<file path="src/rtl/spi_slave_core.sv">
// SPI slave core: synchronised SPI pins, one-word TX buffer, RX word handshake.
// Latency: rx_valid rises SYNC_STAGES+2 clk edges after the raw sck sample edge of the last bit.
// Backpressure: rx side is valid/ready, and a word completing while rx_valid && !rx_ready is
// dropped with an overrun pulse. tx_ready is high while the TX buffer is empty; a word that
// starts with the buffer empty sends zeros and pulses underrun.
//
// Ports:
//   clk, rst_n            system clock, asynchronous active-low reset
//   cs_n, sck, mosi       raw SPI pins (asynchronous to clk)
//   miso                  serial data out (0 while deselected)
//   tx_data/valid/ready   TX buffer write port
//   rx_data/valid/ready   received word handshake
//   overrun, underrun     one-cycle error pulses
module spi_slave_core #(
  parameter int DATA_W      = 8,
  parameter int CPOL        = 0,
  parameter int CPHA        = 0,
  parameter int MSB_FIRST   = 1,
  parameter int SYNC_STAGES = 2
) (
  input  logic              clk,
  input  logic              rst_n,
  input  logic              cs_n,
  input  logic              sck,
  input  logic              mosi,
  output logic              miso,
  input  logic [DATA_W-1:0] tx_data,
  input  logic              tx_valid,
  output logic              tx_ready,
  output logic [DATA_W-1:0] rx_data,
  output logic              rx_valid,
  input  logic              rx_ready,
  output logic              overrun,
  output logic              underrun
);

  localparam int                CNT_W    = $clog2(DATA_W);
  localparam logic              IDLE_LVL = (CPOL != 0);
  localparam logic [CNT_W-1:0]  LAST_BIT = CNT_W'(DATA_W - 1);
  localparam int                OUT_IDX  = (MSB_FIRST != 0) ? DATA_W - 1 : 0;

  typedef enum logic [0:0] {
    IDLE   = 1'b0,
    ACTIVE = 1'b1
  } state_t;

  state_t state_q, state_d;

  // ---------------------------------------------------------------
  // Pin synchronisers
  // ---------------------------------------------------------------
  logic [SYNC_STAGES-1:0] cs_sync, sck_sync, mosi_sync;
  logic                   cs_s, sck_s, mosi_s;

  always_ff @(posedge clk or negedge rst_n) begin
    if (!rst_n) begin
      cs_sync   <= '0;
      sck_sync  <= {SYNC_STAGES{IDLE_LVL}};
      mosi_sync <= '0;
    end else begin
      cs_sync   <= {cs_sync[SYNC_STAGES-2:0], cs_n};
      sck_sync  <= {sck_sync[SYNC_STAGES-2:0], sck};
      mosi_sync <= {mosi_sync[SYNC_STAGES-2:0], mosi};
    end
  end

  assign cs_s   = cs_sync[SYNC_STAGES-1];
  assign sck_s  = sck_sync[SYNC_STAGES-1];
  assign mosi_s = mosi_sync[SYNC_STAGES-1];

  // ---------------------------------------------------------------
  // Edge detection. sck edges are registered into pulses together with
  // mosi, so the sampled data bit is exactly the one present at the edge.
  // ---------------------------------------------------------------
  logic cs_q, sck_q;
  logic sck_lead, sck_trail;
  logic sample_p, shift_p, mosi_p;
  logic cs_fall, cs_rise;

  assign sck_lead  = (sck_q == IDLE_LVL) && (sck_s != IDLE_LVL);
  assign sck_trail = (sck_q != IDLE_LVL) && (sck_s == IDLE_LVL);
  assign cs_fall   = cs_q && !cs_s;
  assign cs_rise   = !cs_q && cs_s;

  always_ff @(posedge clk or negedge rst_n) begin
    if (!rst_n) begin
      cs_q     <= 1'b0;
      sck_q    <= IDLE_LVL;
      sample_p <= 1'b0;
      shift_p  <= 1'b0;
      mosi_p   <= 1'b0;
    end else begin
      cs_q     <= cs_s;
      sck_q    <= sck_s;
      sample_p <= (CPHA != 0) ? sck_trail : sck_lead;
      shift_p  <= (CPHA != 0) ? sck_lead  : sck_trail;
      mosi_p   <= mosi_s;
    end
  end

  // ---------------------------------------------------------------
  // Frame FSM
  // ---------------------------------------------------------------
  logic [CNT_W-1:0] bit_cnt;
  logic             frame_start, frame_end, do_sample, do_shift, word_done;

  always_ff @(posedge clk or negedge rst_n) begin
    if (!rst_n) state_q <= IDLE;
    else        state_q <= state_d;
  end

  always_comb begin
    state_d     = state_q;
    frame_start = 1'b0;
    frame_end   = 1'b0;
    do_sample   = 1'b0;
    do_shift    = 1'b0;
    word_done   = 1'b0;
    case (state_q)
      IDLE: begin
        if (cs_fall) begin
          state_d     = ACTIVE;
          frame_start = 1'b1;
        end
      end
      ACTIVE: begin
        if (cs_rise) begin
          state_d   = IDLE;
          frame_end = 1'b1;
        end else begin
          do_sample = sample_p;
          do_shift  = shift_p;
          word_done = sample_p && (bit_cnt == LAST_BIT);
        end
      end
      default: state_d = IDLE;
    endcase
  end

  // ---------------------------------------------------------------
  // Datapath
  // ---------------------------------------------------------------
  logic [DATA_W-1:0] tx_buf, tx_shift, tx_adv;
  logic [DATA_W-1:0] rx_shift, rx_next;
  logic              tx_full, tx_starved, tx_load;

  assign tx_load  = frame_start || word_done;
  assign tx_ready = !tx_full;

  assign rx_next = (MSB_FIRST != 0) ? {rx_shift[DATA_W-2:0], mosi_p}
                                    : {mosi_p, rx_shift[DATA_W-1:1]};
  assign tx_adv  = (MSB_FIRST != 0) ? {tx_shift[DATA_W-2:0], 1'b0}
                                    : {1'b0, tx_shift[DATA_W-1:1]};

  assign miso = (state_q == ACTIVE) ? tx_shift[OUT_IDX] : 1'b0;

  always_ff @(posedge clk or negedge rst_n) begin
    if (!rst_n) begin
      tx_buf     <= '0;
      tx_full    <= 1'b0;
      tx_shift   <= '0;
      tx_starved <= 1'b0;
      rx_shift   <= '0;
      bit_cnt    <= '0;
      rx_data    <= '0;
      rx_valid   <= 1'b0;
      overrun    <= 1'b0;
      underrun   <= 1'b0;
    end else begin
      overrun  <= 1'b0;
      underrun <= 1'b0;

      // Transmit. The shift edge following a word load (bit_cnt == 0) must
      // not advance: for CPHA=1 it is the edge that presents bit 0, for
      // CPHA=0 it trails the sample edge that just completed the old word.
      if (tx_load) begin
        tx_shift   <= tx_full ? tx_buf : '0;
        tx_starved <= !tx_full;
        tx_full    <= 1'b0;
      end else if (do_shift && (bit_cnt != '0)) begin
        tx_shift <= tx_adv;
      end
      // Accept only when empty, so this never collides with a non-empty load.
      if (tx_valid && !tx_full) begin
        tx_buf  <= tx_data;
        tx_full <= 1'b1;
      end

      // Receive. A starved word reports underrun only once it actually
      // starts clocking, so the trailing load at the end of a frame is silent.
      if (frame_start || frame_end) begin
        bit_cnt  <= '0;
        rx_shift <= '0;
      end else if (do_sample) begin
        rx_shift <= rx_next;
        bit_cnt  <= word_done ? '0 : bit_cnt + 1'b1;
        if ((bit_cnt == '0) && tx_starved) underrun <= 1'b1;
      end

      // Handshake: a consume on the completion cycle frees the slot.
      if (word_done) begin
        if (!rx_valid || rx_ready) begin
          rx_data  <= rx_next;
          rx_valid <= 1'b1;
        end else begin
          overrun <= 1'b1;
        end
      end else if (rx_valid && rx_ready) begin
        rx_valid <= 1'b0;
      end
    end
  end

endmodule

</file>
<file path="config.mk">
export PLATFORM = sky130hd
export DESIGN_NAME = spi_slave_core
export DESIGN_NICKNAME = d
export VERILOG_FILES = /design/src/rtl/spi_slave_core.sv
export SDC_FILE = /design/constraint.sdc
export NUM_CORES = 1
export LEC_CHECK = 0
export BUFFER_PORTS_ARGS = -buffer_cell sky130_fd_sc_hd__buf_2
export CORE_ASPECT_RATIO = 0.6
export CORE_UTILIZATION = 25
export CTS_BUF_LIST = sky130_fd_sc_hd__clkbuf_8 sky130_fd_sc_hd__clkbuf_16
export CTS_CLUSTER_SIZE = 30
export DETAILED_ROUTE_END_ITERATION = 10
export GPL_TIMING_DRIVEN = 0
export PLACE_DENSITY_LB_ADDON = 0.25
export SYNTH_ARGS = -nofsm -noshare
export SYNTH_HDL_FRONTEND = slang
export SYNTH_SLANG_ARGS = --single-unit
export TNS_END_PERCENT = 100
</file>
<file path="constraint.sdc">
create_clock -name clk -period 4.2 [get_ports clk]
set_input_delay 0.42 -clock clk [delete_from_list [all_inputs] [get_ports clk]]
set_output_delay 0.42 -clock clk [all_outputs]
set_load 0.01 [all_outputs]
</file>
==> impl_results.md, run 1 <==
* CP arrival at between 2 and 2.5 ns
* Crit path capture type: register
* Power Density at between 500 and 600 mW/mm2
* Worst-path clk slew at roughly 0.070 ns
* Synthesis Warnings at 0
* Final cell count without fillers at between 200 and 300
* Post-synth top cells: dfrtp_1 (51), mux2i_1 (14), nand2_1 (14)
* CTS tree: built
* Sequential share of the synthesized area at 0.628
* Clk_skew at 0.00800 ns
* Final Power at between 1 and 1.5 mW
* Antenna violations before repair at 0
* Fin area at roughly 0.0024 mm2
* PortBufs at 27
* DIE AREA at ~0.0085 mm2
* Final wirelength at between 3000 and 4000 um
* Final WS setup at about 2.3 ns
* Placed Area at ~0.0023 mm2
* First-pass GRT wire length at approximately 5900 um
* Hold WS at around 0.23 ns
* Die span in x at between 100 and 150 um
* RSZ-0062 raised after global routing: no
* Pin count of the biggest net entering global routing at 52
* Row count at 25
* CTS Buffer Depth at 2
* DPL Wire Length at around 2400 um
* Slew Limit Fails at 0
* Clk sinks at 51
* DRT Pass-1 Iters at 4
* Number of CTS-inserted buffers at 5
* Post-Synthesis Cell Area at around 0.002 mm2
* Vias at ~1100
* Post-CTS setup repair buffer count at 0
* Synth Register Bits at just over 50
* Syn_area_per_cell at ~14 um2
* Synth top area cells: dfrtp_1 (63%), mux2i_1 (6.9%), mux2_4 (5.9%)
* EDFF count, synth at 0
* Iter 0 DRT Violations at 54
* Overflow after GRT at 0
* Syn_nets at 160
* Number of global-route vias before repair at 1117
* Total Routing Usage GR at 0.0932
* Dpl cells at 277
* Vias/cell at between 3 and 4
* Peak supply drop at 0.194 mV
* Period utilisation layout at 0.456
* Reg2reg start: bit_cnt[0]
* Final hold violations at 0
* WS Path Type: register to register
* Wire per inst at around 12 um
* Fmax at 0.522 GHz
* Post-CTS Resized at 0
* Num ports at 28
* CP Launch Type: register
* Initial core utilization at 0.258
* Ys async rst share at 1.00
* Ys flop type: dfrtp_1
* Leak Pwr at around 1.3 nW
* CP required at about 4.4 ns
* CORE AREA at 0.00788 mm2
* Die Height at 71.9 um
* Ratio of cells with drive above 1 in the final layout at 0.339
* Max-cap violations at 0
* Gpl congestion at 0.659
* Slew margin rel. at 0.237
* Setup WS pre-CTS at approximately 2.3 ns
* Synth Instances at between 100 and 150
* Max Fanout on Critical Path at 10
* Final setup TNS at 0 ns
* Largest area contributor in the netlist: dfrtp_1
* Final nets at a little under 200
* Inserted Diodes at 0
* Worst hold path type: primary input to register
* Worst Hold Launch: cs_n
* Final core occ at 0.311
* Post-synth top area share at 0.628
* Worst setup path startpoint: bit_cnt[0]
* Worst slew pin tran at between 1 and 1.5 ns
* Status: complete, no violations
* Area growth, synth to finish at 20.4%
* Endpoints failing setup at 0
* DRC violations left at 0
* Antenna viol nets, final at 0
* Root buffer cell: clkbuf_16
* Number of unique standard cell types used by synthesis at 28
* Crit path time final at approximately 1.9 ns
* H-tree Lvls at 2
* Clk_lat worst skew at ~0.29 ns
* Count leader, synth: dfrtp_1
* Post-cts hold buffer count at 0
==> cell usage in the layout (no fill, tap or decap), types with 5 or more instances in the layout <==
master      n
inv_1       6
clkbuf_16   5
nand2_1    14
mux2_2      9
dfrtp_1    51
buf_2      29
a22o_1      8
mux2i_1    14
mux2_4      8
==> cells by family (layout without fill, tap and decap cells) <==
family | count (synthesis) | in the layout | synth area share
fa+ha+maj | 3 | 3 | 0.0185
compound gates | 17 | 17 | 0.0677
mux | 31 | 31 | 0.178
simple gates | 29 | 29 | 0.0794
buf+inv | 11 | 46 | 0.0289
flops | 51 | 51 | 0.628
==> report_power, final <==
part | internal, mW | total, mW | switching (mW)
logic | 0.109 | 0.213 | 0.104
clock network | 0.221 | 0.402 | 0.181
registers | 0.587 | 0.644 | 0.0566
==> worst paths after layout <==
path                       slack [ns]            to  cells past startpoint
max                              2.28   tx_shift[6]                      5
min                              0.23    cs_sync[0]                      1
max reg2reg                      2.28   tx_shift[6]                      5
min reg2reg                      0.35  mosi_sync[1]                      0
max in group asynchronous        3.15  mosi_sync[1]                      1
min in group asynchronous        0.35    rx_data[6]                      1
==> final cells by class <==
cell class                 count  area [um2]
inverter                       5        18.8
timing repair buffer          27         135
buffer                         6        40.0
fill                         827        5430
multi-input combinational     80         698
clock inverter                 3        20.0
clock buffer                   5         125
sequential                    51        1280
tap                          108         135
==> metal layers <==
metal / global-route usage / vias up / wire length [um]
met5: 0 / - / 0
met4: 0.0380 / 0 / 54
met3: 0.0334 / 6 / 163
met2: 0.116 / 25 / 1270
met1: 0.142 / 530 / 1950
li1: - / 562 / -
==> worst max-delay path, cell delays in order (launching register included) <==
cell and delay [ns]:
dfrtp_1 0.39, ha_1 0.21, ha_1 0.25, a41oi_1 0.42, buf_2 0.34, mux2i_1 0.23
==> flip-flops by register name (all words and copies together) (netlist names), 2 cells and up <==
name       cells
rx_data        8
tx_buf         8
tx_shift       8
rx_shift       7
bit_cnt        3
cs_sync        2
mosi_sync      2
sck_sync       2
Note: power is estimated with default switching activity, not from simulation.
==> run 2: changes to the inputs <==
clock period = 1.6 ns   (was 4.2 ns; I/O delays follow)
==> impl_results.md, run 2 (synthesis gave the netlist of run 1 again) <==
* Status: complete, no violations (unchanged)
* Commonest non-fill, non-tap cell in the layout: dfrtp_1 (unchanged)
* Num ports at 28 (unchanged)
* CP required at 1.77 ns (was 4.41 ns)
* Max-cap violations at 0 (unchanged)
* Slew margin rel. at 0.239 (was 0.237)
* CTS Buffer Depth at 2 (unchanged)
* Power Density at 1300 mW/mm2 (was 514 mW/mm2)
* DRC violations left at 0 (unchanged)
* Flop-to-flop setup slack at 0.07 ns (was 2.28 ns)
* Period utilisation layout at 0.958 (was 0.456)
* First-pass GRT wire length at 5860 um (was 5930 um)
* Peak supply drop at 0.496 mV (was 0.194 mV)
* Clk sinks at 51 (unchanged)
* Critical Path Max Stage Delay at 0.36 ns (was 0.42 ns)
* Total Routing Usage GR at 0.0923 (was 0.0932)
* Crit path time final at 1.53 ns (was 1.92 ns)
* Pin count of the biggest net entering global routing at 52 (unchanged)
* Reg-to-Reg End: rx_data[0] (was tx_shift[6])
* DIE AREA at 0.00851 mm2 (unchanged)
* Antenna viol nets, final at 0 (unchanged)
* Worst-path clk slew at 0.07 ns (about the same)
* Gpl congestion at 0.659 (unchanged)
* Final WS setup at 0.0672 ns (was 2.28 ns)
* Antenna violations before repair at 0 (unchanged)
* WS Path Type: register to register (unchanged)
* Vias/cell at 3.99 (was 3.94)
* H-tree Lvls at 2 (unchanged)
* Inserted Diodes at 0 (unchanged)
* Reg2reg start: cs_q (was bit_cnt[0])
* Worst r2r path cells at 5 (unchanged)
* Leak Pwr at 1.30 nW (was 1.26 nW)
* Number of CTS-inserted buffers at 5 (unchanged)
* Die span in x at 118 um (unchanged)
* Wire per inst at 12.1 um (was 12.0 um)
* Endpoints failing setup at 0 (unchanged)
* Initial core utilization at 0.258 (unchanged)
* Critical-path cell list: nand2b_4 > and3_4 > buf_6 > and3_4 > mux2_4 (was ha_1 > ha_1 > a41oi_1 > buf_2 > mux2i_1)
* M2 GR Usage at 0.120 (was 0.116)
* Biggest registers after layout: rx_data (8), tx_buf (8), tx_shift (8) (unchanged)
* CP dominant cell by count: and3_4 (was ha_1)
* Area growth, synth to finish at 27.0% (was 20.4%)
* Number of global-route vias before repair at 1095 (was 1117)
* CP Launch Type: register (unchanged)
* Root buffer cell: clkbuf_16 (unchanged)
* Worst hold path type: primary input to asynchronous set/reset pin (was primary input to register)
* Multi-input logic area at 747 um2 (was 698 um2)
* Commonest cells after routing, fill and taps aside: dfrtp_1 (51), buf_2 (27), nand2_1 (14), mux2i_1 (14), mux2_2 (9) (was dfrtp_1 (51), buf_2 (29), nand2_1 (14), mux2i_1 (14), mux2_2 (9))
* CP max stage cell: dfrtp_1 (was a41oi_1)
* Final hold violations at 0 (unchanged)
* CP arrival at 1.71 ns (was 2.13 ns)
* DRT Pass-1 Iters at 4 (unchanged)
* Die Height at 71.9 um (unchanged)
* Clk_skew at 0.00773 ns (was 0.00800 ns)
* Row count at 25 (unchanged)
* Setup WS pre-CTS at -0.311 ns (was 2.29 ns)
* Hold WS at 0.0823 ns (was 0.232 ns)
* Seq. cell area at 0.00128 mm2 (unchanged)
* Vias at 1174 (was 1123)
* Fmax at 0.652 GHz (was 0.522 GHz)
* Max Fanout on Critical Path at 9 (was 10)
* DPL Wire Length at 2380 um (unchanged)
* RSZ-0062 raised after global routing: no (unchanged)
* Final wirelength at 3560 um (was 3430 um)
* Slew Limit Fails at 0 (unchanged)
* M1 GR Usage at 0.136 (was 0.142)
* GRT Max-Usage Layer: met1 (unchanged)
* PortBufs at 27 (unchanged)
* Clk_lat worst skew at 0.29 ns (about the same)
* Crit path capture type: register (unchanged)
* # fillers at 817 (was 827)
* Iter 0 DRT Violations at 37 (was 54)
* CTS tree: built (unchanged)
* Grt met3 use at 0.0334 (unchanged)
* CORE AREA at 0.00788 mm2 (unchanged)
* Final nets at 203 (was 194)
* Ratio of cells with drive above 1 in the final layout at 0.392 (was 0.339)
* Overflow after GRT at 0 (unchanged)
* Worst slew pin tran at 1.14 ns (about the same)
run 2: cell types whose count changed in the layout (fill, tap and decap cells not counted), moves of 3 or more:
cell | previous run | this run
buf_4 | 0 | 7
dlygate4sd3_1 | 0 | 3
inv_1 | 6 | 3
inv_2 | 0 | 3
run 2: final cells by class:
type	instances	area share
Inverter	5	0.00727
Clock buffer	5	0.0485
Tap cell	108	0.0524
Timing Repair Buffer	37	0.0843
Clock inverter	3	0.00776
Sequential cell	51	0.494
Buffer	5	0.0160
Multi-Input combinational cell	80	0.289
run 2: metal layers:
layer,share of wire,routed length [um],vias up
met5,0,0,-
met1,0.55,1970,558
li1,-,-,583
met2,0.38,1370,27
met3,0.048,170,6
met4,0.015,54,0
run 2: worst max-delay path, delay by kind of cell (launching register included):
family	cells	cell delay (ns)
flops	1	0.36
buf+inv	1	0.12
simple gates	3	0.62
mux	1	0.31
run 2: metrics by stage:
| stage | TNS [ns] | instances | total power, mW | area (um2) | utilization |
|---|---|---|---|---|---|
| 3_3_place_gp | -2.29 | 277 | 2.27 | 2300 | 0.292 |
| 3_5_place_dp | -2.45 | 277 | 2.30 | 2300 | 0.292 |
| 4_1_cts | 0 | 289 | 3.39 | 2510 | 0.319 |
| 2_1_floorplan | 0 | 142 | 2.09 | 2030 | - |
| 5_1_grt | 0 | 294 | 3.58 | 2580 | 0.327 |
| 6_report | 0 | 294 | 3.36 | 2580 | 0.327 |
run 2: worst max-delay path by stage:
stage                from           to  slack (ns)  cells after the start
6_report             cs_q   rx_data[0]        0.07                      5
5_1_grt              cs_q   rx_data[0]       0.005                      5
4_1_cts        cs_sync[1]   rx_data[0]        0.01                      5
3_5_place_dp   bit_cnt[1]  tx_shift[6]       -0.31                      5
3_3_place_gp   bit_cnt[1]  tx_shift[4]       -0.28                      5
2_1_floorplan  bit_cnt[0]  tx_shift[2]       0.002                      5
run 2: what timing repair did:
| action | 4_1_cts | 5_1_grt |
|---|---|---|
| gates resized for setup | 6 | 9 |
| hold endpoints to repair | 3 | 0 |
| pin swaps | 1 | 4 |
| hold buffers | 3 | 0 |
| cloned | 0 | 1 |
| buffers inserted | 2 | 4 |
| setup endpoints to repair | 17 | 18 |
run 2: report_power, final:
group	internal [mW]	total, mW	switching (mW)	leakage [nW]
Combinational	0.320	0.611	0.292	0.579
Sequential	1.54	1.69	0.151	0.651
Clock	0.580	1.05	0.472	0.0716
Total	2.44	3.36	0.915	1.30
==> run 3: changes to the inputs <==
MAX_ROUTING_LAYER = met4   (was unset)
==> impl_results.md, run 3 (synthesis gave the netlist of run 1 again) <==
* Status: complete, no violations (unchanged)
* Vias/cell at 3.97 (was 3.99)
* Sequential fraction of design power at 0.503 (was 0.504)
* Wire per inst at 12.2 um (was 12.1 um)
* Biggest registers after layout: rx_data (8), tx_buf (8), tx_shift (8) (unchanged)
* Crit path capture type: register (unchanged)
* Final setup TNS at 0 ns (unchanged)
* Total Routing Usage GR at 0.0955 (was 0.0923)
* Commonest non-fill, non-tap cell in the layout: dfrtp_1 (unchanged)
* Max Fanout on Critical Path at 9 (unchanged)
* DRT Pass-1 Iters at 4 (unchanged)
* Endpoints failing setup at 0 (unchanged)
* Final hold violations at 0 (unchanged)
* Clk sinks at 51 (unchanged)
* Antenna viol nets, final at 0 (unchanged)
* Commonest cells after routing, fill and taps aside: dfrtp_1 (51), buf_2 (27), nand2_1 (14), mux2i_1 (14), mux2_2 (9) (unchanged)
* Num ports at 28 (unchanged)
* Gpl congestion at 0.665 (was 0.659)
* DRC violations left at 0 (unchanged)
* CORE AREA at 0.00788 mm2 (unchanged)
* Die Height at 71.9 um (unchanged)
* Root buffer cell: clkbuf_16 (unchanged)
* Final Power at 3.36 mW (about the same)
* Pin count of the biggest net entering global routing at 52 (unchanged)
* Initial core utilization at 0.258 (unchanged)
* First-pass GRT wire length at 5870 um (was 5860 um)
* Internal power at 2.44 mW (about the same)
* Slew Limit Fails at 0 (unchanged)
* Worst-path clk slew at 0.07 ns (about the same)
* Sw frac at 0.274 (was 0.273)
* Period utilisation layout at 0.957 (was 0.958)
* Combinational Power Share at 0.182 (about the same)
* Fmax at 0.653 GHz (was 0.652 GHz)
* Number of global-route vias before repair at 1094 (was 1095)
* CP arrival at 1.71 ns (about the same)
* Max-cap violations at 0 (unchanged)
* Area growth, synth to finish at 27.0% (unchanged)
* Clk_skew at 0.00725 ns (was 0.00773 ns)
* Power Density at 1300 mW/mm2 (about the same)
* Crit path time final at 1.53 ns (about the same)
* Row count at 25 (unchanged)
* Ratio of cells with drive above 1 in the final layout at 0.392 (unchanged)
* Die span in x at 118 um (unchanged)
* Antenna violations before repair at 0 (unchanged)
* H-tree Lvls at 2 (unchanged)
* Final wirelength at 3580 um (was 3560 um)
* Vias at 1167 (was 1174)
* CP required at 1.77 ns (about the same)
* DIE AREA at 0.00851 mm2 (unchanged)
* Leak Pwr at 1.30 nW (unchanged)
* Clock power frac at 0.315 (was 0.313)
* Worst slew pin tran at 1.14 ns (about the same)
* Inserted Diodes at 0 (unchanged)
* Overflow after GRT at 0 (unchanged)
* Final nets at 203 (unchanged)
* Worst hold path type: primary input to asynchronous set/reset pin (unchanged)
* Peak supply drop at 0.508 mV (was 0.496 mV)
* P_sw at 0.923 mW (was 0.915 mW)
* CP Launch Type: register (unchanged)
* CTS Buffer Depth at 2 (unchanged)
* WS Path Type: register to register (unchanged)
* Slew margin rel. at 0.240 (was 0.239)
* PortBufs at 27 (unchanged)
* RSZ-0062 raised after global routing: no (unchanged)
* Reg2reg start: cs_q (unchanged)
* Clk_lat worst skew at 0.29 ns (about the same)
* Worst setup path startpoint: cs_q (unchanged)
* CTS tree: built (unchanged)
* Number of CTS-inserted buffers at 5 (unchanged)
* Iter 0 DRT Violations at 41 (was 37)
* DPL Wire Length at 2380 um (unchanged)
run 3: cell counts in the layout (fill, tap and decap cells not counted):
No cell type changed its count.
run 3: power groups by stage:
stage	Sequential, mW	Clock [mW]	Combinational (mW)
floorplan	1.66	0	0.433
global placement	1.70	0	0.569
detailed placement	1.72	0	0.583
CTS	1.69	1.10	0.601
global route	1.73	1.15	0.702
finish	1.69	1.06	0.613
run 3: worst paths after layout:
kind	slack [ns]	cells past startpoint	end
setup reg to reg	0.07	5	rx_data[0]
max in group asynchronous	0.80	1	cs_sync[1]
min in group clk	0.09	2	tx_buf[5]
hold / removal	0.08	1	rx_data[7]
hold reg to reg	0.35	0	mosi_sync[1]
setup / recovery	0.07	5	rx_data[0]
run 3: critical path, cell delays in order (launching register included):
cell and delay, ns:
dfrtp_1 0.36, nand2b_4 0.15, and3_4 0.18, buf_6 0.12, and3_4 0.29, mux2_4 0.31
run 3: layout make-up:
cell class	instances	area, um2
inverters	5	18.8
clock buffers	5	125
flip-flops and latches	51	1280
clock inverters	3	20.0
repair buffers	37	218
multi-input cells	80	747
fillers	817	5300
well taps	108	135
plain buffers	5	41.3
run 3: repair_timing:
action,CTS,global route
gates cloned,0,1
hold buffers,3,0
setup buffers,2,4
pin swaps,1,4
endpoints found under the hold margin,3,0
gates resized for setup,6,9
setup endpoints to repair,17,18
run 3: stage by stage:
stage               utilization  hold slack, ns  worst slack, ns  cells  instance area (um2)
global route              0.327          0.0894          0.00487    294                 2580
floorplan                     -          -0.136          0.00187    142                 2030
finish                    0.327          0.0760           0.0681    294                 2580
global placement          0.292           0.271           -0.283    277                 2300
CTS                       0.319          0.0940           0.0146    289                 2510
detailed placement        0.292           0.269           -0.311    277                 2300
run 3: routing by layer:
layer / vias up / global-route usage / share of wire / wire [um]
met5: - / - / 0 / 0
met2: 23 / 0.118 / 0.39 / 1380
met1: 555 / 0.138 / 0.56 / 1990
met3: 6 / 0.0334 / 0.043 / 154
li1: 583 / - / - / -
met4: 0 / 0.0380 / 0.015 / 53
